$ cat src/rtl/turn_signal_request_gen_if.sv
// turn_signal_request_gen_if: raw buttons and ack in, active-low request levels out
interface turn_signal_request_gen_if;
  logic btn_left_n;
  logic btn_right_n;
  logic btn_haz_n;
  logic ack;
  logic left;
  logic right;
  logic haz;
  logic pending;
  modport master (
    input  btn_left_n, btn_right_n, btn_haz_n, ack,
    output left, right, haz, pending
  );
  modport slave (
    output btn_left_n, btn_right_n, btn_haz_n, ack,
    input  left, right, haz, pending
  );
endinterface

$ cat src/rtl/turn_signal_request_gen.sv
// turn_signal_request_gen: sync/debounce/edge-detect three buttons into one latched request; HOLD_REPEAT_EN adds hold-repeat
module turn_signal_request_gen #(
  parameter int DB_CYCLES     = 1000000,
  parameter int REPEAT_CYCLES = 25000000
) (
  input logic                        clk,
  input logic                        reset,
  turn_signal_request_gen_if.master  bus
);
  localparam int CW = $clog2(DB_CYCLES + 1);
  typedef enum logic [1:0] {NONE, LEFT, RIGHT, HAZ} req_t;
  // Button vectors are ordered {haz, right, left}
  logic [2:0]    w_raw;
  logic [2:0]    r_sync1;
  logic [2:0]    r_sync2;
  logic [2:0]    r_db;
  logic [2:0]    r_db_q;
  logic [2:0]    r_press;
  logic [2:0]    w_fall;
  logic [2:0]    w_rep;
  logic [2:0]    w_evt;
  logic [CW-1:0] r_cnt [3];
  req_t          r_state;
  req_t          w_next;
  logic          r_left;
  logic          r_right;
  logic          r_haz;
  logic          r_pending;
  if (DB_CYCLES < 1 || REPEAT_CYCLES < 1) begin : g_bad_param
    $error("DB_CYCLES and REPEAT_CYCLES must be at least 1");
  end
  assign w_raw = {bus.btn_haz_n, bus.btn_right_n, bus.btn_left_n};
  // Two-stage synchronizer for the asynchronous button pins
  always_ff @(posedge clk or negedge reset) begin
    if (!reset) begin
      r_sync1 <= '1;
      r_sync2 <= '1;
    end else begin
      r_sync1 <= w_raw;
      r_sync2 <= r_sync1;
    end
  end
  // Debounce: accept a new level only after DB_CYCLES consecutive mismatching cycles
  always_ff @(posedge clk or negedge reset) begin
    if (!reset) begin
      r_db   <= '1;
      r_db_q <= '1;
      for (int i = 0; i < 3; i++) r_cnt[i] <= '0;
    end else begin
      r_db_q <= r_db;
      for (int i = 0; i < 3; i++)
        if (r_sync2[i] == r_db[i]) r_cnt[i] <= '0;
        else if (r_cnt[i] == CW'(DB_CYCLES - 1)) begin
          r_db[i]  <= r_sync2[i];
          r_cnt[i] <= '0;
        end else r_cnt[i] <= r_cnt[i] + 1'b1;
    end
  end
  assign w_fall = r_db_q & ~r_db;
  // Register the debounced falling edge as a one-cycle press pulse
  always_ff @(posedge clk or negedge reset) begin
    if (!reset) r_press <= '0;
    else        r_press <= w_fall;
  end
`ifdef HOLD_REPEAT_EN
  localparam int RW = $clog2(REPEAT_CYCLES + 1);
  logic [RW-1:0] r_rcnt [3];
  logic [2:0]    r_rep;
  // While a button stays debounced-low, emit an extra press every REPEAT_CYCLES cycles
  always_ff @(posedge clk or negedge reset) begin
    if (!reset) begin
      r_rep <= '0;
      for (int i = 0; i < 3; i++) r_rcnt[i] <= '0;
    end else begin
      for (int i = 0; i < 3; i++) begin
        r_rep[i] <= 1'b0;
        if (r_db[i]) r_rcnt[i] <= '0;
        else if (r_rcnt[i] == RW'(REPEAT_CYCLES - 1)) begin
          r_rcnt[i] <= '0;
          r_rep[i]  <= 1'b1;
        end else r_rcnt[i] <= r_rcnt[i] + 1'b1;
      end
    end
  end
  assign w_rep = r_rep;
`else
  assign w_rep = '0;
`endif
  assign w_evt = r_press | w_rep;
  // Request state register
  always_ff @(posedge clk or negedge reset) begin
    if (!reset) r_state <= NONE;
    else        r_state <= w_next;
  end
  // Next request: haz beats left beats right when idle; haz upgrades and survives a same-cycle ack
  always_comb begin
    w_next = r_state;
    if (r_state == NONE) w_next = w_evt[2] ? HAZ : w_evt[0] ? LEFT : w_evt[1] ? RIGHT : NONE;
    else                 w_next = w_evt[2] ? HAZ : bus.ack ? NONE : r_state;
  end
  // Active-low request outputs registered from the next state
  always_ff @(posedge clk or negedge reset) begin
    if (!reset) begin
      r_left    <= 1'b1;
      r_right   <= 1'b1;
      r_haz     <= 1'b1;
      r_pending <= 1'b0;
    end else begin
      r_left    <= w_next != LEFT;
      r_right   <= w_next != RIGHT;
      r_haz     <= w_next != HAZ;
      r_pending <= w_next != NONE;
    end
  end
  assign bus.left    = r_left;
  assign bus.right   = r_right;
  assign bus.haz     = r_haz;
  assign bus.pending = r_pending;
endmodule

$ cat src/flat_wrapper.sv
// flat-port wrapper written by rule: the top's interface ports become plain ports
module turn_signal_request_gen_flat 
#(
  parameter int DB_CYCLES     = 1000000,
  parameter int REPEAT_CYCLES = 25000000
)
  (clk, reset, bus_btn_left_n, bus_btn_right_n, bus_btn_haz_n, bus_ack, bus_left, bus_right, bus_haz, bus_pending);
  turn_signal_request_gen_if bus_i ();
  input logic clk;
  input logic reset;
  input wire logic [$bits(bus_i.btn_left_n)-1:0] bus_btn_left_n;
  input wire logic [$bits(bus_i.btn_right_n)-1:0] bus_btn_right_n;
  input wire logic [$bits(bus_i.btn_haz_n)-1:0] bus_btn_haz_n;
  input wire logic [$bits(bus_i.ack)-1:0] bus_ack;
  output wire logic [$bits(bus_i.left)-1:0] bus_left;
  output wire logic [$bits(bus_i.right)-1:0] bus_right;
  output wire logic [$bits(bus_i.haz)-1:0] bus_haz;
  output wire logic [$bits(bus_i.pending)-1:0] bus_pending;
  assign bus_i.btn_left_n = bus_btn_left_n;
  assign bus_i.btn_right_n = bus_btn_right_n;
  assign bus_i.btn_haz_n = bus_btn_haz_n;
  assign bus_i.ack = bus_ack;
  assign bus_left = bus_i.left;
  assign bus_right = bus_i.right;
  assign bus_haz = bus_i.haz;
  assign bus_pending = bus_i.pending;
  turn_signal_request_gen #(.DB_CYCLES(DB_CYCLES), .REPEAT_CYCLES(REPEAT_CYCLES)) u_core (.clk(clk), .reset(reset), .bus(bus_i));
endmodule
$ cat config.mk
export PLATFORM = sky130hd
export DESIGN_NAME = turn_signal_request_gen_flat
export DESIGN_NICKNAME = d
export VERILOG_FILES = /design/src/rtl/turn_signal_request_gen_if.sv /design/src/rtl/turn_signal_request_gen.sv /design/src/flat_wrapper.sv
export SDC_FILE = /design/constraint.sdc
export NUM_CORES = 1
export LEC_CHECK = 0
export ABC_AREA = 1
export ABC_CLOCK_PERIOD_IN_PS = 1800
export CORE_UTILIZATION = 62
export CTS_CLUSTER_SIZE = 28
export DETAILED_ROUTE_END_ITERATION = 10
export PLACE_DENSITY = 0.8
export SETUP_SLACK_MARGIN = 0.02
export SKIP_CTS_REPAIR_TIMING = 1
export SLEW_MARGIN = 10
export SYNTH_ARGS = -nofsm -noshare
export SYNTH_HDL_FRONTEND = slang
export SYNTH_SLANG_ARGS = --single-unit
$ cat constraint.sdc
create_clock -name clk -period 1.8 [get_ports clk]
set_input_delay 0.27 -clock clk [delete_from_list [all_inputs] [get_ports clk]]
set_output_delay 0.27 -clock clk [all_outputs]
set_load 0.005 [all_outputs]
# Word level (Yosys, flattened, before mapping)
# Cells that the tools add are included.
# word_totals
elab_cells	49
input_bits	6
register_bits	81
output_inout_bits	4
# op_classes
n_addsub	3
muxes	12
n_bitwise	5
n_eq_ne	9
n_reduce_logical	5
# ops
cell	n
$mux W20	6
$add A20 B1 Y20 const B	3
$eq A20 B20 Y1 const B	3
$mux W2	6
$reduce_and A2 Y1	3
$ne A2 B2 Y1 const B	2
$and A3 B3 Y3	1
$eq A1 B1 Y1	3
$not A1 Y1	3
$not A3 Y3	1
$logic_not A2 Y1	1
$ne A2 B1 Y1 const B	1
$reduce_bool A2 Y1	1

# Longest topological paths before layout
# Gate-level depths: netlist of run 1.
# depth
depth_word	5
ltp_mapped	9
depth_no_buf	9

# Worst setup path after synthesis of run 1
# No wires, ideal clock.
# synth_timing
path_type	register to register
startpoint	reg u_core.r_cnt[40] (netlist bit)
endpoint	reg u_core.r_cnt[56] (netlist bit)
t_required_ns	1.680
synth_period_minus_slack_ns	1.309
setup_time_ns	0.120
arrival_time_ns	1.190
path_slack_ns	0.491
path_buffers	0
stages_incl_launch_ff	8
path_cell_list	dfrtp_1 -> ha_1 -> nand3_1 -> inv_1 -> nand2_1 -> nor2_4 -> nor3b_2 -> nor2_1
# synth_between
elab_chain_cells	3
word_cells_on_any_way	4
classes_between	1 x add/sub; 1 x eq/ne; 2 x mux
# synth_lines
item	line_no	text
start: declaration	turn_signal_request_gen.sv:22	logic [CW-1:0] r_cnt [3];
start signal: indexed assignment	turn_signal_request_gen.sv:56	end else r_cnt[i] <= r_cnt[i] + 1'b1;
$add A20 B1 Y20 or $eq A20 B20 Y1 (tied branches)	turn_signal_request_gen.sv:56, turn_signal_request_gen.sv:53	
$mux W20 (*)	turn_signal_request_gen.sv:53	else if (r_cnt[i] == CW'(DB_CYCLES - 1)) begin
$mux W20 (*)	turn_signal_request_gen.sv:52	if (r_sync2[i] == r_db[i]) r_cnt[i] <= '0;
# Every way passes the cells marked *; elsewhere a longest branch is shown, timed or not.
# A chain may end at the register's enable or synchronous reset.

# Final worst setup path of run 1
# layout_timing
startpoint	reg u_core.r_right, in the netlist u_core.bus.right
endpoint	out bus_right
# layout_lines
item	line_no	text
start: declaration	turn_signal_request_gen.sv:26	logic r_right;
start signal: assignment	turn_signal_request_gen.sv:105	r_right <= 1'b1;
start signal: assignment	turn_signal_request_gen.sv:110	r_right <= w_next != RIGHT;
end: declaration	flat_wrapper.sv:16	output wire logic [$bits(bus_i.right)-1:0] bus_right;
# No word-level cell between the ends.

==> results by group, run 1 <==
Pwr
  • Cell-internal power: 2.67 mW
  • Leak Pwr: 1.85 nW
  • Overall power: 3.41 mW
  • VDD IR max: 839 µV
  • Pwr Density: 753 nW/µm²
  • Switching Share: 0.217
  • Register share of total power: 0.547
  • Psw: 741 µW
  • Logic pwr share: 0.036
  • Clock share of power: 0.417

Worst setup path
  • Delay of the slowest cell on the worst path: 0.54 ns
  • WP data arrival: 1.37 ns
  • Worst path slowest cell: dfstp_2
  • Crit path capture type: output port
  • WP data required: 1.53 ns
  • Top delay family on crit path: flip-flops
  • Setup CP Type: flop to output port
  • CP Max Fanout: 1
  • WP buf/inv: 1
  • Worst setup SP type: flop
  • Worst-path cell chain: clkdlybuf4s50_1

Timing
  • Max Freq: 611 MHz
  • Tmin final: 1.64 ns
  • Max-slew violations: 0
  • Post-route clock period utilization: 0.909
  • Final TNS setup: 0 ns
  • Least-Margin Pin Slew: 0.400 ns
  • Hold_ws: 0.321 ns
  • Slew headroom: 0.733
  • Skew final: 0.0115 ns
  • Fin. Hold Viols: 0
  • RSZ-0062 raised after global routing: false
  • Final Setup Violations: 0

Yosys
  • #FFs+latches synth: 81
  • Synth Net Count: 500
  • Sequential-to-total area share from yosys stat: 0.499
  • Warnings from Yosys: 0
  • Post-synthesis cell type count: 25
  • Cell area after synthesis: 4100 µm²
  • Synthesized area per cell: 8.36 µm²
  • Syn Inst Count: 491

Detailed routing
  • TritonRoute pass-1 iters: 6
  • Vias per Instance: 5.40
  • Avg WL per Cell: 13.5 µm
  • Initial detailed-routing violation count: 268
  • Via count: 3215
  • Routed wire length: 8010 µm
  • Antenna-violating nets left: 0
  • DRC: 0

Placement
  • GPL Wtd Cong: 0.932
  • Hpwl dp: 5880 µm
  • Placed cells: 578
  • Port bufs: 9

Global routing
  • Vias in the first global route: 3179
  • First-pass GRT wire length: 14000 µm
  • Largest net degree at the start of global routing: 47
  • Total grt overflow: 0
  • Initial antenna violation count: 0
  • Total track usage: 0.258

Floorplanning
  • Top-Level Pins: 10
  • Die area: 6950 µm²
  • Initial Utilization: 0.642
  • Core box area: 6390 µm²
  • Site Rows: 29
  • Die Height: 83.3 µm
  • Die Span X: 83.3 µm

Outcome
  • Status: complete, no violations

CTS
  • Later-pin clock latency in the skew report: 0.35 ns
  • H-tree depth: 3
  • Root Buffer Master: clkbuf_8
  • CTS Sinks: 81
  • Clk slew on worst S/H paths: 0.09 ns
  • Buffer levels on the longest clock path: 2
  • Num CTS Buffers: 9
  • TritonCTS clock tree: built

Layout
  • Nets: 522
  • Commonest non-fill, non-tap cells in the layout: 131 x nor2_1, 80 x nand2_1, 66 x dfrtp_1, 47 x nand3_1, 44 x inv_1
  • Finished Layout Cells: 595
  • Most common cell after layout, fill and taps aside: nor2_1
  • Layout cells sized above 1: 0.125
  • P&R area growth vs syn: 10.6%
  • Ant diodes: 0

Run
  • Max Cap Viol: 0

Min path
  • Worst Hold Class: input port to async pin
[metrics by stage]
stage                     setup WS [ns]   util  area [µm²]
final                             0.164  0.710        4540
after global placement            0.369  0.676        4310
after detailed placement          0.316  0.676        4310
after global routing              0.117  0.710        4540
after floorplan                   0.491      -        4100
after CTS                         0.143  0.709        4530
[power groups by stage]
stage / combinational [mW] / clock [mW] / sequential [mW]
finish: 0.123 / 1.42 / 1.87
global route: 0.145 / 1.52 / 1.87
CTS: 0.126 / 1.47 / 1.87
detailed placement: 0.126 / 0 / 1.90
global placement: 0.121 / 0 / 1.90
floorplan: 0.0552 / 0 / 1.90
[per-layer routing]
metal,up-vias,track usage,routed length (µm)
met1,1512,0.321,3490
met2,86,0.425,3980
met4,0,0.110,182
li1,1600,-,-
met3,17,0.0676,359
met5,-,0,0
[state kept, by name, summed over array words and instances, names as in the netlist, 2 cells and up]
register	count
u_core.r_db_q	3
u_core.r_press	3
u_core.r_state	2
u_core.r_sync2	3
u_core.r_cnt	60
u_core.r_sync1	3
u_core.r_db	3
[cells in the mapped netlist (all sizes together)]
cell    count  area [µm²]
xor2       22         200
nand3      54         320
nand4       8        50.1
ha          3        37.5
a21oi       5        25.0
dfrtp      66        1650
inv        44         165
nand2      89         357
nand3b      1        7.51
xnor2      15         131
o21ai      11        55.1
nor2      142         596
dfstp      15         394
and2        2        12.5
nor3b       1        12.5
nor3       10        72.6
buf         3        15.0
[path summary, 6_finish.rpt]
kind,startpoint,end,slack [ns],cells past startpoint
min in group clk,bus_btn_right_n,u_core.r_sync1[1],0.33,1
max in group asynchronous,reset,u_core.r_sync1[0],0.90,3
worst min-delay path,reset,u_core.r_cnt[37],0.32,2
worst min register to register,u_core.r_sync1[1],u_core.r_sync2[1],0.36,0
worst max register to register,u_core.r_cnt[0],u_core.r_cnt[9],0.29,6
worst max-delay path,u_core.bus.right,bus_right,0.16,1
[logic make-up after synthesis]
family | count (synthesis) | synth area share
buffers and inverters | 47 | 0.0439
AOI/OAI and AO/OA | 16 | 0.0195
and+or+nand+nor | 307 | 0.348
DFF | 81 | 0.499
xor gates and xnor gates | 37 | 0.0808
adders and majority gates | 3 | 0.00915
[cell type report]
cell class,instances,area [µm²]
Sequential cell,81,2050
Multi-Input combinational cell,363,1880
Fill cell,503,1850
Inverter,44,165
Timing Repair Buffer,14,140
Clock buffer,11,131
Tap cell,77,96.3
Clock inverter,5,81.3
Note: power is estimated with default switching activity, not from simulation.
==> run 2, diff against run 1 <==
- CORE_UTILIZATION: 62 -> 25
- CTS_BUF_LIST: unset -> sky130_fd_sc_hd__clkbuf_4
- PLACE_DENSITY: 0.8 -> unset
==> results by group, run 2 (same netlist as run 1, synthesis figures left out) <==
Placement
  • Place WS: 0.303 ns (was 0.316 ns)
  • Placed cells: 717 (was 578)
  • Port bufs: 9 (unchanged)
  • Hpwl dp: 5930 µm (was 5880 µm)
  • Dpl cell area: 4490 µm² (was 4310 µm²)
  • GPL Wtd Cong: 0.836 (was 0.932)

Timing
  • Post-route clock period utilization: 0.871 (was 0.909)
  • Slew headroom: 0.734 (was 0.733)
  • Final setup margin: 0.232 ns (was 0.164 ns)
  • Max-slew violations: 0 (unchanged)
  • Skew final: 0.0145 ns (was 0.0115 ns)
  • Fin. Hold Viols: 0 (unchanged)
  • Hold_ws: 0.201 ns (was 0.321 ns)
  • Max Freq: 638 MHz (was 611 MHz)
  • Least-Margin Pin Slew: 0.398 ns (was 0.400 ns)
  • RSZ-0062 raised after global routing: false (unchanged)
  • Final Setup Violations: 0 (unchanged)
  • Tmin final: 1.57 ns (was 1.64 ns)
  • Final TNS setup: 0 ns (unchanged)

Pwr
  • Cell-internal power: 2.48 mW (was 2.67 mW)
  • Psw: 773 µW (was 741 µW)
  • Pwr Density: 696 nW/µm² (was 753 nW/µm²)
  • VDD IR max: 524 µV (was 839 µV)
  • Leak Pwr: 1.83 nW (was 1.85 nW)
  • Switching Share: 0.238 (was 0.217)
  • Overall power: 3.25 mW (was 3.41 mW)
  • Register share of total power: 0.575 (was 0.547)
  • Clock share of power: 0.387 (was 0.417)
  • Logic pwr share: 0.038 (was 0.036)

Worst setup path
  • Delay of the slowest cell on the worst path: 0.49 ns (was 0.54 ns)
  • Crit path capture type: output port (unchanged)
  • CP Max Fanout: 1 (unchanged)
  • Worst R2R Setup Slack: 0.30 ns (was 0.29 ns)
  • Worst-path cell chain: clkdlybuf4s50_1 (unchanged)
  • WP buf/inv: 1 (unchanged)
  • WP data arrival: 1.30 ns (was 1.37 ns)
  • RR Startpoint: u_core.r_cnt[40] (was u_core.r_cnt[0])
  • WP data required: 1.53 ns (about the same)
  • Setup CP Type: flop to output port (unchanged)
  • Worst setup SP type: flop (unchanged)
  • R2R cell count: 6 (unchanged)
  • Worst R2R End: u_core.r_cnt[49] (was u_core.r_cnt[9])
  • Top delay family on crit path: buffers and inverters (was flip-flops)
  • Worst path slowest cell: clkdlybuf4s50_1 (was dfstp_2)

Layout
  • Design Area, Final: 4670 µm² (was 4540 µm²)
  • Finished Layout Cells: 734 (was 595)
  • Ant diodes: 0 (unchanged)
  • Nets: 522 (unchanged)
  • Max FFs per register: 60 (unchanged)
  • # fillers: 1745 (was 503)
  • Commonest non-fill, non-tap cells in the layout: 131 x nor2_1, 80 x nand2_1, 66 x dfrtp_1, 47 x nand3_1, 44 x inv_1 (unchanged)
  • Reg with most FFs: u_core.r_cnt (unchanged)
  • Most common cell after layout, fill and taps aside: nor2_1 (unchanged)
  • Layout cells sized above 1: 0.129 (was 0.125)
  • Final core utilization: 0.293 (was 0.710)
  • P&R area growth vs syn: 13.9% (was 10.6%)

Floorplanning
  • Top-Level Pins: 10 (unchanged)
  • Site Rows: 46 (was 29)
  • Die Span X: 130 µm (was 83.3 µm)
  • Initial Utilization: 0.257 (was 0.642)
  • Die Height: 130 µm (was 83.3 µm)
  • Die area: 16900 µm² (was 6950 µm²)
  • Core box area: 15900 µm² (was 6390 µm²)

Detailed routing
  • Initial detailed-routing violation count: 172 (was 268)
  • Avg WL per Cell: 10.9 µm (was 13.5 µm)
  • Via count: 3045 (was 3215)
  • Routed wire length: 7990 µm (was 8010 µm)
  • DRC: 0 (unchanged)
  • Antenna-violating nets left: 0 (unchanged)
  • Vias per Instance: 4.15 (was 5.40)
  • TritonRoute pass-1 iters: 4 (was 6)

CTS
  • Clk slew on worst S/H paths: 0.14 ns (was 0.09 ns)
  • Num CTS Buffers: 9 (unchanged)
  • Buffer levels on the longest clock path: 2 (unchanged)
  • CTS Sinks: 81 (unchanged)
  • TritonCTS clock tree: built (unchanged)
  • Root Buffer Master: clkbuf_4 (was clkbuf_8)
  • Later-pin clock latency in the skew report: 0.45 ns (was 0.35 ns)
  • H-tree depth: 3 (unchanged)

Global routing
  • Vias in the first global route: 3105 (was 3179)
  • Total grt overflow: 0 (unchanged)
  • Total track usage: 0.110 (was 0.258)
  • Largest net degree at the start of global routing: 41 (was 47)
  • First-pass GRT wire length: 14400 µm (was 14000 µm)
  • Initial antenna violation count: 0 (unchanged)

Outcome
  • Status: complete, no violations (unchanged)

Min path
  • Worst Hold Endpoint: u_core.r_sync1[2]
  • Worst Hold Class: input port to flop (was input port to async pin)
  • WHS Path Cells: 1
  • Hold_sp: bus_btn_haz_n

Run
  • Max Cap Viol: 0 (unchanged)
==> run 2: changes by cell type in the layout (fill, tap and decap cells not counted), moves of 2 or more <==
cell,delta
dlymetal6s2s_1,+3
clkbuf_4,+10
clkbuf_8,-9
clkdlybuf4s50_1,-3
clkbuf_1,-2
==> run 2: cell type report <==
type	count	area, µm²	share of cell area
clock inverters	6	91.3	0.0196
clock buffers	10	75.1	0.0161
well taps	216	270	0.0578
multi-input cells	363	1880	0.402
inverters	44	165	0.0354
flip-flops and latches	81	2050	0.438
repair buffers	14	148	0.0316
==> run 2: worst max-delay path by stage <==
stage,startpoint,endpoint,slack [ns],cells past startpoint
after CTS,u_core.bus.haz,bus_haz,-0.05,1
after detailed placement,u_core.r_cnt[40],u_core.r_cnt[49],0.30,6
after global routing,u_core.bus.pending,bus_pending,0.14,1
final,u_core.bus.pending,bus_pending,0.23,1
after floorplan,u_core.r_cnt[40],u_core.r_cnt[56],0.49,7
after global placement,u_core.r_cnt[0],u_core.r_cnt[9],0.32,6
==> run 2: routing by layer <==
metal  track usage  wire length, µm  vias up
met3        0.0324              291       14
met4        0.0465              163        0
met2         0.177             3660       33
li1              -                -     1595
met1         0.138             3870     1403
met5             0                0        -
==> run 2: power by group through the flow <==
stage / clock network [mW] / registers (mW) / logic (mW)
3_3_place_gp: 0 / 1.90 / 0.127
5_1_grt: 1.40 / 1.87 / 0.145
3_5_place_dp: 0 / 1.90 / 0.127
2_1_floorplan: 0 / 1.90 / 0.0552
6_report: 1.26 / 1.87 / 0.122
4_1_cts: 1.32 / 1.87 / 0.127
==> run 3, diff against run 2 <==
- HOLD_SLACK_MARGIN: unset -> 0.1
==> results of run 3 <==
No change in the layout: final DEF, timing and power equal those of run 2.
